**config.mk**
```make
export PLATFORM = sky130hd
export DESIGN_NAME = keypad_scanner
export DESIGN_NICKNAME = d
export VERILOG_FILES = /design/src/rtl/keypad_pkg.sv /design/src/rtl/sync_2ff.sv /design/src/rtl/keypad_scanner.sv
export SDC_FILE = /design/constraint.sdc
export NUM_CORES = 1
export LEC_CHECK = 0
export CORE_UTILIZATION = 40
export DETAILED_ROUTE_END_ITERATION = 10
export SYNTH_ARGS = -nofsm -noshare
export SYNTH_HDL_FRONTEND = slang
export SYNTH_SLANG_ARGS = --single-unit
```
**constraint.sdc**
```tcl
create_clock -name clk -period 4.2 [get_ports clk]
set_input_delay 0.84 -clock clk [delete_from_list [all_inputs] [get_ports clk]]
set_output_delay 0.84 -clock clk [all_outputs]
set_load 0.01 [all_outputs]
```
**src/rtl/keypad_pkg.sv**
```systemverilog
// Purpose: shared types and key decode for the 4x4 matrix keypad scanner.
// Latency: n/a (types, constants and a pure combinational function).
// Backpressure: n/a.
// Contents: KEY_NONE blank code, scanner FSM state encoding, map_key(row, col) decode.
package keypad_pkg;

  // Blank/none code understood by the downstream digit-entry memory.
  localparam logic [4:0] KEY_NONE = 5'd16;

  typedef enum logic [2:0] {
    ST_SCAN,
    ST_DEBOUNCE,
    ST_PRESS,
    ST_HELD,
    ST_RELEASE
  } state_t;

  // Layout:  r0: 1 2 3 A | r1: 4 5 6 B | r2: 7 8 9 C | r3: * 0 # D
  // A-D -> 10-13, * -> 14, # -> 15.
  function automatic logic [4:0] map_key(input logic [1:0] row, input logic [1:0] col);
    logic [4:0] code;
    case ({row, col})
      4'h0:    code = 5'd1;
      4'h1:    code = 5'd2;
      4'h2:    code = 5'd3;
      4'h3:    code = 5'd10;
      4'h4:    code = 5'd4;
      4'h5:    code = 5'd5;
      4'h6:    code = 5'd6;
      4'h7:    code = 5'd11;
      4'h8:    code = 5'd7;
      4'h9:    code = 5'd8;
      4'hA:    code = 5'd9;
      4'hB:    code = 5'd12;
      4'hC:    code = 5'd14;
      4'hD:    code = 5'd0;
      4'hE:    code = 5'd15;
      default: code = 5'd13;
    endcase
    return code;
  endfunction

endpackage

```
**src/rtl/sync_2ff.sv**
```systemverilog
// Purpose: two-flop synchroniser for asynchronous keypad row lines.
// Latency: 2 clk from d to q.
// Backpressure: none; free-running.
// Ports: clk, reset (async active-low, flops reset to all ones = no row pulled low),
//        d (async input), q (synchronised output).
module sync_2ff #(
  parameter int WIDTH = 4
) (
  input  logic             clk,
  input  logic             reset,
  input  logic [WIDTH-1:0] d,
  output logic [WIDTH-1:0] q
);

  logic [WIDTH-1:0] meta;

  always_ff @(posedge clk or negedge reset) begin
    if (!reset) begin
      meta <= '1;
      q    <= '1;
    end else begin
      meta <= d;
      q    <= meta;
    end
  end

endmodule

```
**src/rtl/keypad_scanner.sv**
```systemverilog
// Purpose: scan a 4x4 active-low keypad, debounce, emit a 5-bit key code plus one-clk press strobe.
// Latency: key_valid 2 + <=4*SCAN_DIV + DEBOUNCE_CYC + 1 clk after a clean press edge.
// Backpressure: none; key_code is held until the next press so the consumer may sample late.
// Ports: clk; reset (async active-low); row_n[3:0] async rows; col_n[3:0] one-cold column drive;
//        key_code[4:0] (0-15 key, 16 none); key_valid press/repeat strobe; key_held debounced key down.
// Build option: define KEYPAD_REPEAT_EN to add held-key auto-repeat (REPEAT_DLY / REPEAT_PER).
module keypad_scanner
  import keypad_pkg::*;
#(
  parameter int SCAN_DIV     = 50000,
  parameter int DEBOUNCE_CYC = 500000
`ifdef KEYPAD_REPEAT_EN
  ,
  parameter int REPEAT_DLY   = 25000000,
  parameter int REPEAT_PER   = 10000000
`endif
) (
  input  logic       clk,
  input  logic       reset,
  input  logic [3:0] row_n,
  output logic [3:0] col_n,
  output logic [4:0] key_code,
  output logic       key_valid,
  output logic       key_held
);

  // One counter serves both the per-column dwell and the press/release debounce.
  localparam int CNT_MAX = (SCAN_DIV > DEBOUNCE_CYC) ? SCAN_DIV : DEBOUNCE_CYC;
  localparam int CNT_W   = $clog2(CNT_MAX + 1);
  localparam logic [CNT_W-1:0] SCAN_LAST = CNT_W'(SCAN_DIV - 1);
  localparam logic [CNT_W-1:0] DEB_LAST  = CNT_W'(DEBOUNCE_CYC - 1);

  state_t           state_q, state_d;
  logic [CNT_W-1:0] cnt_q, cnt_d;
  logic [1:0]       col_q, col_d;
  logic [1:0]       row_q, row_d;
  logic [4:0]       code_q, code_d;
  logic [3:0]       rs;
  logic [1:0]       hit_row;
  logic             row_low;
  logic             rep_fire;

  sync_2ff #(.WIDTH(4)) u_row_sync (
    .clk   (clk),
    .reset (reset),
    .d     (row_n),
    .q     (rs)
  );

  // Lowest-index low row wins within the driven column.
  always_comb begin
    hit_row = 2'd3;
    if (!rs[2]) hit_row = 2'd2;
    if (!rs[1]) hit_row = 2'd1;
    if (!rs[0]) hit_row = 2'd0;
  end

  // Latched row of the key being tracked; column stays frozen while tracking.
  assign row_low = ~rs[row_q];

`ifdef KEYPAD_REPEAT_EN
  localparam int REP_MAX = (REPEAT_DLY > REPEAT_PER) ? REPEAT_DLY : REPEAT_PER;
  localparam int REP_W   = $clog2(REP_MAX + 1);

  logic [REP_W-1:0] rep_cnt_q;
  logic             rep_phase_q;  // 0: waiting initial delay, 1: periodic repeats
  logic [REP_W-1:0] rep_lim;

  assign rep_lim  = rep_phase_q ? REP_W'(REPEAT_PER - 1) : REP_W'(REPEAT_DLY - 1);
  assign rep_fire = (state_q == ST_HELD) && (rep_cnt_q == rep_lim);

  // HELD is entered one clk after the press strobe, so the first repeat lands
  // REPEAT_DLY clks after that strobe. Any exit from HELD restarts the timer.
  always_ff @(posedge clk or negedge reset) begin
    if (!reset) begin
      rep_cnt_q   <= '0;
      rep_phase_q <= 1'b0;
    end else if (state_q != ST_HELD) begin
      rep_cnt_q   <= '0;
      rep_phase_q <= 1'b0;
    end else if (rep_fire) begin
      rep_cnt_q   <= '0;
      rep_phase_q <= 1'b1;
    end else begin
      rep_cnt_q   <= rep_cnt_q + 1'b1;
    end
  end
`else
  assign rep_fire = 1'b0;
`endif

  always_ff @(posedge clk or negedge reset) begin
    if (!reset) begin
      state_q <= ST_SCAN;
      cnt_q   <= '0;
      col_q   <= 2'd0;
      row_q   <= 2'd0;
      code_q  <= KEY_NONE;
    end else begin
      state_q <= state_d;
      cnt_q   <= cnt_d;
      col_q   <= col_d;
      row_q   <= row_d;
      code_q  <= code_d;
    end
  end

  always_comb begin
    state_d   = state_q;
    cnt_d     = cnt_q;
    col_d     = col_q;
    row_d     = row_q;
    code_d    = code_q;
    key_valid = 1'b0;
    key_held  = 1'b0;
    case (state_q)
      ST_SCAN: begin
        if (cnt_q == SCAN_LAST) begin
          cnt_d = '0;
          if (rs != 4'hF) begin
            row_d   = hit_row;
            state_d = ST_DEBOUNCE;
          end else begin
            col_d = col_q + 2'd1;
          end
        end else begin
          cnt_d = cnt_q + 1'b1;
        end
      end
      ST_DEBOUNCE: begin
        if (!row_low) begin
          // Bounce: rescan the same column from scratch.
          cnt_d   = '0;
          state_d = ST_SCAN;
        end else if (cnt_q == DEB_LAST) begin
          // Load the code here so it is already valid while the strobe is high.
          cnt_d   = '0;
          code_d  = map_key(row_q, col_q);
          state_d = ST_PRESS;
        end else begin
          cnt_d = cnt_q + 1'b1;
        end
      end
      ST_PRESS: begin
        key_valid = 1'b1;
        state_d   = ST_HELD;
      end
      ST_HELD: begin
        key_held = 1'b1;
        if (!row_low) begin
          cnt_d   = '0;
          state_d = ST_RELEASE;
        end else begin
          key_valid = rep_fire;
        end
      end
      ST_RELEASE: begin
        key_held = 1'b1;
        if (row_low) begin
          cnt_d   = '0;
          state_d = ST_HELD;
        end else if (cnt_q == DEB_LAST) begin
          cnt_d   = '0;
          col_d   = col_q + 2'd1;
          state_d = ST_SCAN;
        end else begin
          cnt_d = cnt_q + 1'b1;
        end
      end
      default: begin
        cnt_d   = '0;
        state_d = ST_SCAN;
      end
    endcase
  end

  assign col_n    = ~(4'b0001 << col_q);
  assign key_code = code_q;

endmodule

```
## Word-level counts from Yosys, hierarchy flattened

Memories as Yosys holds them, arrays and structs flattened. A register that Yosys moved wholly into a read port is not among the register bits.
Cells that the tools add are included.

- Bits in registers: 39
- ROM bits: 64
- Input bits: 6
- Output and inout port bits: 11
- Logic and storage cells: 65
- Memories kept: 1

- Add/subtract/negate cells: 2
- Magnitude comparators: 1
- Equal/unequal tests: 15
- Shift operators: 1
- Muxes and demuxes: 26
- Bitwise logic cells: 3
- Reduce and logical (&&, ||, !) cells: 9

Memory list:

| memory | words | width | read ports | clocked after memory_dff | wr ports | RTL line | text |
|---|---|---|---|---|---|---|---|
| (no name shown) | 16 | 4 | 1 | 1 | 0 | keypad_pkg.sv:22 | `case ({row, col})` |

Operator list:

| operator | number |
|---|---|
| $mux 19 | 5 |
| $pmux 19 s5 | 1 |
| $mux 3 | 7 |
| $add 19x1->19 const B | 1 |
| $eq 19x16->1 const B | 1 |
| $eq 19x19->1 const B | 1 |
| $pmux 3 s5 | 1 |
| $mux 2 | 6 |
| $ne 2x2->1 const B | 6 |
| $reduce_and 5->1 | 2 |
| $eq 3x2->1 const B | 2 |
| $ne 3x3->1 const B | 2 |
| $reduce_and 3->1 | 2 |
| $mux 1 | 4 |
| $ne 4x4->1 const B | 1 |
| $not 4->4 | 1 |
| $pmux 2 s2 | 1 |
| $shl 1x2->4 const A | 1 |
| $eq 3x1->1 const B | 1 |
| $eq 3x3->1 const B | 1 |
| $logic_not 3->1 | 1 |
| $lt 2x3->1 const B | 1 |
| $add 2x1->2 const B | 1 |
| $bmux 1 s2 | 1 |
| other kinds (5) | 6 |

## Longest topological paths before layout

Gate-level depths: netlist of run 1.

- Depth after elaboration: 4
- Gate-level depth with buffers: 8
- Mapped depth without buffers: 6

## Cells and area by module

From an unflattened synthesis of run 1, not the netlist that was laid out.

- Cells, all modules: 224
- Area, all modules: 2,172.1 um^2

Modules (own cells, without submodules):

| module | instances | cells each | area each (um^2) | seq. area each (um^2) |
|---|---|---|---|---|
| keypad_scanner | 1 | 216 | 1,961.9 | 777.0 |
| sync_2ff | 1 | 8 | 210.2 | 210.2 |

## Worst setup path after synthesis of run 1

Ideal clock, no wire load.

- Path type: flip-flop to flip-flop
- Start point: register cnt_q[5]
- End point: register code_q[0] (netlist: key_code[0])
- Setup time: 125 ps
- Arrival time: 2,010 ps
- Required time: 4,075 ps
- Slack: 2,066 ps
- Stages on the path, launching flop included: 6
- Path buffers: 0
- Period minus slack after synthesis: 2,134 ps
- Cells stage by stage: dfrtp_1 or4b_4 nor2_1 nand3_1 nor4_4 mux2_2

- Longest elaborated chain between the ends: 2

RTL lines:

| element | RTL line | text |
|---|---|---|
| start: declaration | keypad_scanner.sv:34 | `logic [CNT_W-1:0] cnt_q, cnt_d;` |
| start signal: assignment | keypad_scanner.sv:101 | `cnt_q <= cnt_d;` |
| $eq 19x19->1 | keypad_scanner.sv:135 | `end else if (cnt_q == DEB_LAST) begin` |
| $reduce_and 3->1 (no line) | n/a |  |
| end: declaration | keypad_scanner.sv:37 | `logic [4:0] code_q, code_d;` |

Every way passes these cells.
A chain may end at the register's enable or synchronous reset.

## Worst setup path after layout of run 1

- Start point: register state_q[1]
- End point: output port key_held

- Longest elaborated chain between the ends: 3
- Elaborated cells between the ends (all ways): 4
- Classes of those cells: 2 x eq/ne; 1 x mux; 1 x reduce/logical

RTL lines:

| element | RTL line | text |
|---|---|---|
| start: declaration | keypad_scanner.sv:33 | `state_t state_q, state_d;` |
| start signal: assignment | keypad_scanner.sv:100 | `state_q <= state_d;` |
| $eq 3x3->1 / $eq 3x2->1 (equally long branches) | keypad_scanner.sv:116 | `case (state_q)` |
| $reduce_or 2->1 (no line) (*) | n/a |  |
| $mux 1 (*) | keypad_scanner.sv:116 |  |
| end: declaration | keypad_scanner.sv:24 | `output logic key_held` |

Mark *: on every way between the ends. The rest lies on a longest branch, timed or not.

==> out/metrics.yaml, run 1 <==
power-per-cell-area_nw_per_um2: 272.5
cts-root-buf: "clkbuf_8"
syn_area_um2: 2206
path_class: "register to output pin"
drive_gt1_share_pct: 13.19
drv_slew: 0
crit_start: "state_q[1]"
cts_buffer_depth: 2
relSlewSlack_pct: 42.47
hpwlAfterDp_mm: 2.843
ant_nets: 0
pre_cts_slack_ps: 1737
worst_slack_ps: 1482
grt_pass1_wl_mm: 7.210
clk-insertion-delay-late_ps: 290
power_mw: 0.6785
overflow: 0
r2r_start: "cnt_q[5]"
fin_tns_setup_ps: 0
hold_violations: 0
cts_tree: "done"
yosysSeqAreaShare_pct: 44.75
vias_per_cell: 5.289
die_area_um2: 5816
hold-worst-slack_ps: 357.5
ys_top_cells_by_area: "dfrtp_1 (34%), dfstp_2 (11%), xnor2_1 (6.7%)"
synthMuxAreaShare_pct: 4.481
tightest_slew_ps: 862.9
holdBufCountCts: 0
finalSetupViolCount: 0
wl_mm: 4.170
crit_path_top_delay_cell: "clkdlybuf4s50_1"
cpPeakStageDelay_ps: 530
cts.clk_slew.worst_paths_ps: 70
syn_area_per_cell_um2: 9.981
drc: 0
synth.top_cell.area_share_pct: 34.03
grtUsageTotal_pct: 15.45
fin_crit_sh_pct: 64.72
gp_congestion: 0.7765
crit_family: "simple AND/OR/NAND/NOR gates"
place_inst: 297
synth_top_family_by_area: "simple AND/OR/NAND/NOR gates"
die_h_um: 76.26
path_max_fanout: 9
status: "completed"
syn2layout_area_growth_pct: 12.88
row_count: 26
start_kind: "register"
coreArea_um2: 5205
synth_edf_count: 0
port_buffers: 16
stdcell_count: 305
hold_path_class: "register to register"
grt_max_degree: 40
drt-initial-drc-count: 86
synth-simple-area-share_pct: 22.06
post_cts_resize_count: 0
syn_nets: 234
peakVddDrop_mv: 0.1603
drtPass1Iterations: 4
initial_core_util_pct: 42.38
clock-sinks: 39
synth_compound_area_share_pct: 13.44
min_from: "u_row_sync.meta[3]"
fmax_mhz: 367.9
syn_inst: 221
drv_cap: 0
post-cts-setup-buffers: 0
final_nets: 247
yosysWarnings: 0
antenna_found_initial: 0
grt_pass1_vias: 1446
synth-main-ff-cell: "dfrtp_1"
numCtsBuffers: 5
async_reset_ff_share_pct: 100.0
path_cells: "nor2_1 > nand2_1 > nand2_1 > clkdlybuf4s50_1"
p_leak_nw: 0.9865
path_buf_inv: 1
fin_crit_ps: 2718
required_ps: 3360
diodes: 0
synth_xor_area_share_pct: 6.750
ys_types: 46
synth_top_cell_by_area: "dfrtp_1"
pin_count: 17
die_x_um: 76.26
fillers: 504
crit_path_frequent_cell: "nand2_1"
worstSetupEndpointType: "output pin"
worst_clock_skew_ps: 8.199
synthAdderAreaFrac_pct: 3.971
rsz0062_at_grt: "false"
vias: 1613
htreeDepth: 2
yosys_register_bits: 39
crit_arrival_ps: 1880
wl_per_cell_um: 13.67
==> final timing paths <==
path                                   end  cells after the start  slack (ps)
hold / removal             u_row_sync.q[3]                      0         360
setup / recovery                  key_held                      4        1480
max in group asynchronous         cnt_q[0]                      1        3000
hold reg to reg            u_row_sync.q[3]                      0         360
min in group asynchronous         cnt_q[5]                      1         660
setup reg to reg                 cnt_q[15]                      5        1720
==> final cells by class <==
class | instances | area [um2] | area share (%)
Clock buffer | 7 | 96.34 | 3.869
Clock inverter | 1 | 7.507 | 0.3015
Inverter | 10 | 37.54 | 1.508
Multi-Input combinational cell | 162 | 1119 | 44.92
Sequential cell | 39 | 987.2 | 39.65
Tap cell | 70 | 87.58 | 3.518
Timing Repair Buffer | 16 | 155.1 | 6.231
==> state kept, by name, indices dropped and copies added (netlist names) <==
register,cells
cnt_q,19
col_q,2
key_code,5
row_q,2
state_q,3
u_row_sync.meta,4
u_row_sync.q,4
==> per-layer routing <==
layer	GRT usage (%)	wire length, um	vias up
met2	21.53	1801	32
li1	-	-	811
met1	23.20	2182	768
met5	0	0	-
met4	5.192	27	0
met3	3.713	158	2
==> synthesized netlist by cell type (3+ instances only) <==
library cell  number
clkbuf_1           4
o21ai_0           12
nand4_1            6
and3_1             3
dfrtp_1           30
a211oi_1           3
nor4_1             6
a21oi_1           21
nor2_1            10
ha_1               7
nand2b_1           4
nor3_1             3
inv_1             10
dfstp_2            9
nand3_1           11
nand2_1           19
xnor2_1           17
nor3b_1            3
mux2_2             5
==> report_power, final <==
group / total, mW / switching, mW / internal [mW]
clock network: 0.279 / 0.130 / 0.149
logic: 0.0150 / 0.0101 / 0.00494
registers: 0.384 / 0.00191 / 0.382
==> per-stage QoR <==
stage	area, um2	utilization [%]
after detailed placement	2386	45.84
after floorplan	2206	-
after global routing	2490	47.84
after global placement	2386	45.84
after CTS	2490	47.84
final	2490	47.84
==> cell families after synthesis <==
group           Yosys count
compound gates           48
xor+xnor                 17
fa+ha+maj                 7
buf+inv                  20
flops                    39
mux                       8
simple gates             82
==> placed cells by master, fill, tap and decap left out, types with 3 or more instances in the layout <==
cell type	Yosys	routed
nand2b_1	4	4
nor3_1	3	3
a21oi_1	21	21
nand4_1	6	6
inv_1	10	10
nor3b_1	3	3
nand3_1	11	11
nor2_1	10	10
and3_1	3	3
a211oi_1	3	3
clkbuf_8	0	7
ha_1	7	7
dfstp_2	9	9
nor4_1	6	6
clkdlybuf4s50_1	0	15
nand2_1	19	19
mux2_2	5	5
dfrtp_1	30	30
xnor2_1	17	17
o21ai_0	12	12
Note: power is estimated with default switching activity, not from simulation.
==> inputs of run 2 (changes only) <==
clock period = 2.2 ns   (was 4.2 ns; I/O delays follow)
==> run 2 against run 1 <==
Combinational power increased by 110%. Global-route usage increased by 1.1 points. Worst setup slack got worse by 1400 ps. Die area unchanged. Core utilization increased by 5.0 points. Sequential cell count unchanged. Sequential power increased by 91%. Total power increased by 120%. Highest routed layer unchanged.
==> out/metrics.yaml, run 2 (synthesized netlist as in run 1, its figures left out) <==
overflow: 0  # unchanged
peakVddDrop_mv: 0.3173  # +98%
hold_violations: 0  # unchanged
vias: 1724  # +6.9%
cts_tree: "done"
cts_buffer_depth: 2  # unchanged
rsz0062_at_grt: "true"
cts-root-buf: "clkbuf_8"
finalSetupViolCount: 0  # unchanged
status: "completed"
fin_crit_sh_pct: 98.11
clock-sinks: 39  # unchanged
worst_clock_skew_ps: 6.509  # -1.689 ps
final_core_utilization_pct: 52.88  # +5.0 points
antenna_found_initial: 0  # unchanged
htreeDepth: 2  # unchanged
gp_congestion: 0.7611  # -2.0%
power-per-cell-area_nw_per_um2: 536.4  # +97%
initial_core_util_pct: 42.38  # unchanged
relSlewSlack_pct: 50.36  # +7.9 points
stdcell_count: 328  # +7.5%
port_buffers: 16  # unchanged
mostFrequentLayoutCells: "dfrtp_1 (25), a21oi_1 (21), buf_4 (21)"
numCtsBuffers: 5  # unchanged
hpwlAfterDp_mm: 3.115  # +9.6%
pin_count: 17  # unchanged
hold_path_class: "input pin to asynchronous set/reset pin"
wl_per_cell_um: 13.70  # +0.24%
final_nets: 270  # +9.3%
required_ps: 2380  # -980 ps
tightest_slew_ps: 744.6  # -118.3 ps
worst_slack_ps: 41.63  # -1440 ps
clk-insertion-delay-late_ps: 290  # about the same
grtUsageTotal_pct: 16.55  # +1.1 points
syn2layout_area_growth_pct: 24.79
cts.clk_slew.worst_paths_ps: 80  # about the same
grt_pass1_wl_mm: 7.734  # +7.3%
drtPass1Iterations: 4  # unchanged
start_kind: "register"
crit_arrival_ps: 2330  # +450 ps
largest_reg_flops: 19  # unchanged
drv_slew: 0  # unchanged
coreArea_um2: 5205  # unchanged
diodes: 0  # unchanged
drv_cap: 0  # unchanged
worstSetupEndpointType: "register"
row_count: 26  # unchanged
pre_cts_slack_ps: 83.71  # -1653 ps
die_x_um: 76.26  # unchanged
drive_gt1_share_pct: 25.19  # +12 points
fmax_mhz: 463.3
wl_mm: 4.495  # +7.8%
die_area_um2: 5816  # unchanged
path_max_fanout: 4  # -5
p_leak_nw: 1.115  # +13%
path_class: "register to register"
die_h_um: 76.26  # unchanged
largest_register: "cnt_q"
drt-initial-drc-count: 186  # +120%
grt_pass1_vias: 1593  # +10%
grt_max_degree: 34  # -15%
ant_nets: 0  # unchanged
place_inst: 317  # +6.7%
fin_crit_ps: 2158
drc: 0  # unchanged
vias_per_cell: 5.256  # -0.61%
layout_commonest_cell: "dfrtp_1"
[run 2: final timing paths]
kind,from,to,slack [ps],cells past startpoint
worst max-delay path,cnt_q[9],col_q[1],40,5
worst min-delay path,reset,cnt_q[15],210,1
worst max register to register,cnt_q[9],col_q[1],40,5
worst min register to register,u_row_sync.meta[0],u_row_sync.q[0],360,0
max in group asynchronous,reset,u_row_sync.q[3],1350,2
min in group clk,u_row_sync.meta[0],u_row_sync.q[0],360,0
[run 2: metrics by stage]
step | setup TNS, ps | hold slack, ps | cell area (um2) | total power [mW]
global route | -12.27 | 272.0 | 2753 | 1.528
floorplan | 0 | 144.4 | 2206 | 0.7539
detailed placement | 0 | 347.2 | 2561 | 0.7804
global placement | 0 | 346.2 | 2561 | 0.7795
CTS | 0 | 236.4 | 2698 | 1.499
finish | 0 | 208.1 | 2753 | 1.477
[run 2: what timing repair did]
action / in CTS / in global routing
setup endpoints to repair: 0 / 26
setup buffers: 0 / 3
hold buffers: 0 / 0
gates resized for setup: 0 / 12
[run 2: critical path, stage by stage (launching register included)]
cell      delay [ps]
dfrtp_1          420
or4bb_4          560
nor4_4           360
nand4_1          170
a21boi_2         190
mux2_2           340
[run 2: per-layer routing]
metal	GRT usage, %	part of all wire, %	up-vias
li1	-	-	858
met1	25.33	53	831
met2	22.97	43	30
met3	2.874	2.5	5
met4	6.346	1.2	0
met5	0	0	-
[run 2: final cells by class]
cell class / count / area, um2
sequential: 39 / 993.5
tap: 70 / 87.58
clock inverter: 3 / 67.56
clock buffer: 5 / 68.82
inverter: 10 / 37.54
multi-input combinational: 162 / 1145
fill: 479 / 2452
timing repair buffer: 39 / 352.8
[run 2: power breakdown]
group          leakage (nW)  switching, mW  internal (mW)
logic                 0.560         0.0204         0.0117
clock network        0.0644          0.259          0.452
registers             0.491        0.00348          0.730
